==> config.mk <==
export PLATFORM = sky130hd
export DESIGN_NAME = code_conv_sched
export DESIGN_NICKNAME = d
export VERILOG_FILES = /design/src/rtl/code_conv_sched.sv
export SDC_FILE = /design/constraint.sdc
export NUM_CORES = 1
export LEC_CHECK = 0
export BUFFER_PORTS_ARGS = -buffer_cell sky130_fd_sc_hd__buf_4
export CORE_MARGIN = 1
export CORE_UTILIZATION = 47
export CTS_CLUSTER_SIZE = 10
export DETAILED_ROUTE_END_ITERATION = 10
export GPL_TIMING_DRIVEN = 0
export PLACE_DENSITY = 0.77
export SLEW_MARGIN = 20
export SYNTH_ARGS = -nofsm -noshare
export SYNTH_HDL_FRONTEND = slang
export SYNTH_SLANG_ARGS = --single-unit
export TNS_END_PERCENT = 100
==> constraint.sdc <==
create_clock -name clk -period 4.15 [get_ports clk]
set_input_delay 0.415 -clock clk [delete_from_list [all_inputs] [get_ports clk]]
set_output_delay 0.415 -clock clk [all_outputs]
set_load 0.05 [all_outputs]
==> src/rtl/code_conv_sched.sv <==
// code_conv_sched: round-robin scheduler sharing one registered 4-bit
// code-conversion stage (bin->Gray, BCD->XS3, Gray->bin, XS3->BCD) among
// NREQ requesters, with a one-deep result register.
// Optional: define CONV_STATS_EN to add saturating accept/error counters.
//
// state | meaning
// EMPTY | result register holds no valid result (rsp_valid=0)
// FULL  | result register holds a result awaiting rsp_ready (rsp_valid=1)
module code_conv_sched #(
   parameter int NREQ = 4,
   parameter int IDW  = 3
) (
   input  logic              clk,
   input  logic              rst_n,
   input  logic [NREQ-1:0]   req_valid,
   output logic [NREQ-1:0]   req_ready,
   input  logic [4*NREQ-1:0] req_code,
   input  logic [2*NREQ-1:0] req_sel,
   output logic              rsp_valid,
   input  logic              rsp_ready,
   output logic [IDW-1:0]    rsp_id,
   output logic [3:0]        rsp_code,
   output logic              rsp_err
`ifdef CONV_STATS_EN
   ,
   output logic [15:0]       stat_conv_cnt,
   output logic [15:0]       stat_err_cnt
`endif
);

   typedef enum logic {EMPTY = 1'b0, FULL = 1'b1} state_t;

   state_t              state;
   logic [IDW-1:0]      rr_ptr;
   logic                can_accept;
   logic                accept;
   logic                gnt_found;
   logic [IDW-1:0]      gnt_idx;
   logic [2*NREQ-1:0]   valid_rot;
   int                  scan_sum;
   logic [3:0]          win_code;
   logic [1:0]          win_sel;
   logic [4:0]          conv_res;

   // Returns {err, code}; illegal inputs yield code 0 so no X ever escapes.
   function automatic logic [4:0] convert(input logic [3:0] x, input logic [1:0] sel);
      logic [3:0] b;
      logic [4:0] r;
      b = '0;
      r = '0;
      case (sel)
         2'b00: r = {1'b0, x[3], x[3] ^ x[2], x[2] ^ x[1], x[1] ^ x[0]};
         2'b01: r = (x <= 4'd9) ? {1'b0, x + 4'd3} : 5'b1_0000;
         2'b10: begin
            b[3] = x[3];
            b[2] = b[3] ^ x[2];
            b[1] = b[2] ^ x[1];
            b[0] = b[1] ^ x[0];
            r    = {1'b0, b};
         end
         default: r = (x >= 4'd3 && x <= 4'd12) ? {1'b0, x - 4'd3} : 5'b1_0000;
      endcase
      return r;
   endfunction

   assign rsp_valid  = (state == FULL);
   assign can_accept = !rsp_valid || rsp_ready;

   // Round-robin scan: rotate the doubled valid vector so position 0 is rr_ptr.
   always_comb begin
      gnt_found = 1'b0;
      gnt_idx   = '0;
      scan_sum  = 0;
      valid_rot = {req_valid, req_valid} >> rr_ptr;
      for (int k = 0; k < NREQ; k++) begin
         if (!gnt_found && valid_rot[k]) begin
            gnt_found = 1'b1;
            scan_sum  = int'(rr_ptr) + k;
            if (scan_sum >= NREQ) scan_sum = scan_sum - NREQ;
            gnt_idx   = IDW'(scan_sum);
         end
      end
   end

   // Winner data mux and one-hot ready; ready is forced low while in reset.
   always_comb begin
      win_code  = '0;
      win_sel   = '0;
      req_ready = '0;
      for (int i = 0; i < NREQ; i++) begin
         if (gnt_idx == IDW'(i)) begin
            win_code     = req_code[4*i +: 4];
            win_sel      = req_sel[2*i +: 2];
            req_ready[i] = rst_n && can_accept && gnt_found;
         end
      end
   end

   assign conv_res = convert(win_code, win_sel);
   assign accept   = |(req_valid & req_ready);

   // Result register, state and round-robin pointer.
   always_ff @(posedge clk or negedge rst_n) begin
      if (!rst_n) begin
         state    <= EMPTY;
         rsp_id   <= '0;
         rsp_code <= '0;
         rsp_err  <= 1'b0;
         rr_ptr   <= '0;
      end else if (accept) begin
         state    <= FULL;
         rsp_id   <= gnt_idx;
         rsp_code <= conv_res[3:0];
         rsp_err  <= conv_res[4];
         rr_ptr   <= (gnt_idx == IDW'(NREQ-1)) ? '0 : gnt_idx + IDW'(1);
      end else if (state == FULL && rsp_ready) begin
         state    <= EMPTY;
      end
   end

`ifdef CONV_STATS_EN
   // Saturating counters of accepted requests and of those flagged as errors.
   always_ff @(posedge clk or negedge rst_n) begin
      if (!rst_n) begin
         stat_conv_cnt <= '0;
         stat_err_cnt  <= '0;
      end else if (accept) begin
         if (stat_conv_cnt != 16'hFFFF) stat_conv_cnt <= stat_conv_cnt + 16'd1;
         if (conv_res[4] && stat_err_cnt != 16'hFFFF) stat_err_cnt <= stat_err_cnt + 16'd1;
      end
   end
`endif

endmodule

# == After elaboration in Yosys (flattened, before gate mapping) ==
# Index checks and enable logic that the tools add are counted.
# totals
input_bits,31
reg_bits,12
word_cells,80
# classes
reduce_logical,16
n_mux,30
addsub,10
shift,1
magnitude_cmp,7
n_eq_ne,5
bitwise,6
# op_table
cell,count
two-way mux 3 bit,9
two-way mux 4 bit,4
one-hot mux 5 bit (3 select lines),1
greater-or-equal comparator 4 x 3 -> 1 bit (second input constant),3
subtractor 3 bit (second input constant),4
two-way mux 1 bit,10
two-way mux 5 bit,2
adder 3 x 2 -> 4 bit (second input constant),2
less-or-equal comparator 4 bit (second input constant),2
two-way mux 2 bit,4
>> shifter 8 x 3 -> 4 bit,1
logical AND 1 bit,7
equality test 3 x 2 -> 1 bit (second input constant),2
XOR 1 bit,5
adder 3 x 1 -> 4 bit (second input constant),1
adder 4 x 2 -> 4 bit (second input constant),1
AND 4 bit,1
greater-or-equal comparator 4 x 2 -> 1 bit (second input constant),1
logical NOT 1 bit,4
OR reduction 4 bit,1
subtractor 4 x 2 -> 4 bit (second input constant),1
adder 3 x 1 -> 3 bit (second input constant),1
equality test 3 x 1 -> 1 bit (second input constant),1
greater-or-equal comparator 3 bit (second input constant),1
6 further kinds,6

# == Longest topological paths before layout ==
# logic_depth
ltp_word,20
mapped_depth,21

# == Least setup slack after synthesis ==
# OpenSTA, ideal clock, no wires.
# synth_timing
kind,register to register
startpoint,register rr_ptr[0]
endpoint,register rsp_code[1]
path_slack_ns,-0.034
synth_period_minus_slack_ns,4.184
t_arrival_ns,4.055
n_path_buf,2
t_required_ns,4.022
setup_time_ns,0.128
stages_incl_launch_ff,19
path_cell_list,dfrtp_1 -> buf_6 -> a211oi_2 -> o21ai_1 -> a222oi_1 -> a21oi_1 -> o22ai_2 -> inv_4 -> ha_1 -> dlygate4sd1_1 -> a21oi_1 -> o31ai_1 -> a221oi_4 -> inv_1 -> ha_1 -> nor3_4 -> a2111oi_4 -> a221oi_1 -> o21ai_1
# synth_between
elab_chain_cells,20
word_cells_on_any_way,64
cone_classes,9 x add/sub; 7 x order compare; 5 x eq/ne; 1 x shift; 27 x mux; 4 x bitwise; 11 x reduce/logical
# synth_rtl
item,line_no,source
"start, declared",34,logic [IDW-1:0] rr_ptr;
"start signal, assigned",115,rr_ptr <= (gnt_idx == IDW'(NREQ-1)) ? '0 : gnt_idx + IDW'(1);
branches (longest 20 deep; another with adder 3 x 1 -> 4 bit),--,
"end signal, assigned",113,rsp_code <= conv_res[3:0];
"end, declared",22,"output logic [3:0] rsp_code,"
# Parallel ways; which one is timed is not known.
# A chain may end at the register's enable or synchronous reset.

# == Worst setup path after layout ==
# layout_timing
startpoint,register rr_ptr[0]
endpoint,register rsp_err
# layout_between
elab_chain_cells,20
word_cells_on_any_way,59
cone_classes,7 x add/sub; 7 x order compare; 5 x eq/ne; 1 x shift; 27 x mux; 1 x bitwise; 11 x reduce/logical
# layout_rtl
item,line_no,source
branches (longest 10 deep; another with adder 3 x 1 -> 4 bit),--,
two-way mux 3 bit (*),76,if (!gnt_found && valid_rot[k]) begin
via gnt_idx[1],38,logic [IDW-1:0] gnt_idx;
logical NOT 3 bit,91,if (gnt_idx == IDW'(i)) begin
two-way mux 4 bit (4 in series),91,
greater-or-equal comparator 4 x 2 -> 1 bit / less-or-equal comparator 4 bit (equally long branches),61,"default: r = (x >= 4'd3 && x <= 4'd12) ? {1'b0, x - 4'd3} : 5'b1_0000;"
logical AND 1 bit,61,
two-way mux 5 bit,61,
one-hot mux 5 bit (3 select lines),51,case (sel)
"end signal, assigned",114,rsp_err <= conv_res[4];
"end, declared",23,output logic rsp_err
# Mark *: on every way through the listed nets, which the timed path passes.

==> results <==
- Counting the buffers created by CTS gives 3.
- The final-stage net count is 282.
- Once the floorplan was initialized, standard cells occupied 49.38% of the core.
- The slew at the pin closest to its max-slew limit is 0.5324 ns.
- The share of async-settable or async-resettable flops after synthesis is 100.0%.
- In the routed design, unresolved DRC markers number 0.
- In this run the remaining antenna-violating nets after routing total 0.
- TritonCTS built the clock tree.
- The data required time of the worst path is 4.37 ns.
- The area of the die is 3411 um^2.
- The first global-routing pass estimated 6755 um of wire.
- The unique cell type count in the Yosys netlist is 64.
- The tightest min-delay check is of the in2reg type.
- The sequential standard cell area is 300.3 um^2.
- The number of max-cap violations is 0.
- The via count is between 1500 and 2000.
- The worst setup path is launched from a flip-flop.
- The mean routed wirelength per cell is 16.25 um.
- Using the TritonRoute via totals, the vias-per-cell ratio works out to about 5.7.
- The number of placed instances, taps included, is 263.
- In the post-synthesis netlist, the biggest area contributors are sky130_fd_sc_hd__dfrtp_1 (20%), sky130_fd_sc_hd__ha_1 (6.7%), sky130_fd_sc_hd__nand2_1 (4.3%), sky130_fd_sc_hd__nor2_1 (4.0%), sky130_fd_sc_hd__a21oi_1 (3.7%).
- The number of antenna violations at the first check in global routing came to 0.
- The top cell family by delay on the critical path is compound AO/OA/AOI/OAI gates.
- The non-filler instance count after layout is 286.
- The maximum number of pins on one net before global-route repair is 14.
- Traced cell by cell, the critical path runs through buf_6 > buf_4 > nor4bb_1 > a31oi_1 > o21ai_1 > or3_1 > nand2_4 > inv_4 > buf_8 > ha_4 > inv_4 > o21ai_0 > o31ai_1 > a221o_1 > buf_6 > inv_1 > ha_1 > a211oi_2 > nor2_1 > a221oi_2 > mux2_2.
- 44 I/O pins were placed.
- Counting every instance in the synthesized netlist gives 177.
- The total number of clock tree sinks is 12.
- The total track usage is approximately a quarter.
- The via count of the first global-routing pass was approximately 1500.
- After synthesis, the mean cell area works out to around 8.4 um^2.
- The minimum period implied by the final worst setup slack is approximately 4 ns.
- In the final layout, the share of cells above drive strength 1 is 43.80%.
- The flip-flop and latch count after synthesis is 12.
- From left edge to right edge, the die measures 58.40 um.
- For flop-to-flop paths, the worst setup slack is 0.1 ns.
- In this run, the number of DRC markers left after iteration 0 of detailed routing was 80.
- The proportion of netlist area held by the largest area contributor is 20.08%.
- Synthesis produced a netlist with a net count of ~220.
- The critical path's slowest cell is sky130_fd_sc_hd__dfrtp_1.
- The netlist area before placement is 1495 um^2.
- The largest total area in the synthesized netlist belongs to sky130_fd_sc_hd__dfrtp_1.
- Setup repair after global routing could not meet its margin everywhere.
- The number of antenna diodes in the final layout is 0.
- The number of pins with negative max-slew slack in the final report is 0.
- Together, buffers and inverters on the worst path number 7.
- For this run, the leading register cell type out of synthesis is sky130_fd_sc_hd__dfrtp_1.
- CTS built an H-tree with a depth of 1.
- The number of rows created at floorplan is 20.
- The count of final hold-check violations is 0.
- The worst setup path is of the reg2reg kind.
- The delay of the slowest cell on the worst path is 0.42 ns.
- The clock transition at the register clock pins on the worst setup and hold paths after CTS is 0.07 ns.
- For this run, the number of Yosys warnings is 0.
- The area growth from synthesis to layout is 44.27%.
- The largest fanout on the critical path is 9.
- The floorplan step set the die height to 58.40 um.
- The core utilization of the finished layout is ~70%.
- The HPWL after detailed placement is about 3200 um.
- The clock latency on the worst-skew pair is between 0.2 and 0.3 ns.
- The worst slew margin relative to its limit is 64.35%.
- The most common cell in the synthesized netlist is sky130_fd_sc_hd__nand2_1.
- The kind of capture point of the worst setup path is a flip-flop.
- The maximum clock path buffer count is 2.
- By count the netlist is led by sky130_fd_sc_hd__nand2_1 (17), sky130_fd_sc_hd__nor2_1 (16), sky130_fd_sc_hd__dfrtp_1 (12), sky130_fd_sc_hd__inv_1 (12), sky130_fd_sc_hd__a21oi_1 (11).
- The final worst clock skew is 0.0005432 ns.
- The ratio of final minimum period to clock period is 97.62%.
- The tree is rooted in a sky130_fd_sc_hd__clkbuf_4.
- The sequential cell area fraction in the yosys report is between 20% and 30%.
- The final layout contains routed wiring with a total length of 4648 um.
- The residual overflow from global routing is 0.
- At the worst endpoint, the arrival time is 4.27 ns.
- The core box area is 3028 um^2.
- The layout filler cell count is 251.
- Setup violations remaining at the end of the flow were counted as 0.
- In the final layout, the multi-input gates occupy roughly 1200 um^2.
- The routability congestion estimate is slightly above 0.9.
- The quantity of I/O buffers inserted on ports is 42.
- Counting flops with a built-in enable in the synthesized netlist gives 0.
- The number of detailed-route iterations in the first pass is 4.
- The run finished with clean final reports.
- Derived from the worst setup path, the maximum achievable clock frequency is 246.8 MHz.
## state kept, by name, indices dropped and copies added, names as in the netlist
signal / count
rsp_err: 1
rsp_code: 4
rsp_valid: 1
rsp_id: 3
rr_ptr: 3
## metrics by stage
stage | setup TNS, ns | instance area [um^2] | setup slack, ns | hold slack (ns)
floorplan | 0 | 1495 | 0.05784 | 0.1194
global placement | -2.289 | 1866 | -0.5501 | 0.2596
detailed placement | -3.167 | 1866 | -0.7608 | 0.2613
CTS | 0 | 1987 | 0.01493 | 0.4268
global route | -0.2217 | 2157 | -0.1072 | 0.4462
finish | 0 | 2157 | 0.09881 | 0.4328
## layer usage
metal,vias up,global-route usage (%),share of wire (%)
li1,787,-,-
met1,787,28.57,40
met2,56,47.95,54
met3,11,4.176,3.2
met4,0,9.864,2.1
met5,-,0,0
## final cells by class
cell class / instances / share of cell area [%]
Buffer: 7 / 3.016
Clock buffer: 4 / 1.682
Inverter: 15 / 3.074
Multi-Input combinational cell: 143 / 54.23
Sequential cell: 12 / 13.92
Tap cell: 44 / 2.552
Timing Repair Buffer: 61 / 21.52
## tightest hold or removal path: cells and delay by family
kind,cells,cell delay (ns)
buffers and inverters,1,0.08
AND/OR/NAND/NOR,2,0.18
## cell usage in the layout, fill, tap and decap left out, drive strengths merged, types with 2 or more instances in the layout
cell,count
a221o,2
nand2b,3
nor2,17
a31oi,2
dfrtp,12
and3,4
o21ai,16
mux2,2
xnor2,6
ha,8
o22ai,2
a21oi,11
a211oi,3
a221oi,5
inv,14
nand2,18
or2,2
or2b,2
o211ai,3
buf,65
nor3,4
clkbuf,6
a22oi,2
a32oi,2
mux2i,3
a2111oi,2
o31ai,5
## what timing repair did
action                                  in CTS  in global routing
pin swaps                                    2                 15
hold buffers                                 1                  0
hold endpoints to repair                    12                  0
setup buffers                                5                 15
endpoints found under the setup margin       5                  5
gates resized for setup                     10                 24
## final timing paths
check,start,endpoint,cells after the start
max in group asynchronous,rst_n,rsp_err$_DFFE_PN0P_,2
min in group asynchronous,rst_n,rr_ptr[0]$_DFFE_PN0P_,2
max,rr_ptr[0]$_DFFE_PN0P_,rsp_err$_DFFE_PN0P_,21
min,rsp_ready,rsp_valid$_DFFE_PN0P_,3
min reg2reg,rsp_id[1]$_DFFE_PN0P_,rsp_id[1]$_DFFE_PN0P_,2
max reg2reg,rr_ptr[0]$_DFFE_PN0P_,rsp_err$_DFFE_PN0P_,21
## cell families (layout without fill, tap and decap cells)
family | Yosys count | after routing | synth area share (%)
muxes | 5 | 5 | 3.515
xor gates and xnor gates | 6 | 6 | 3.515
buffers and inverters | 22 | 87 | 7.949
adders and majority gates | 8 | 8 | 6.695
AOI/OAI and AO/OA | 66 | 66 | 36.49
and+or+nand+nor | 58 | 58 | 21.76
DFF | 12 | 12 | 20.08
Power is left out: the tool's default activity adds up to more than one toggle a clock period on the data nets, which glitch-free logic cannot reach.
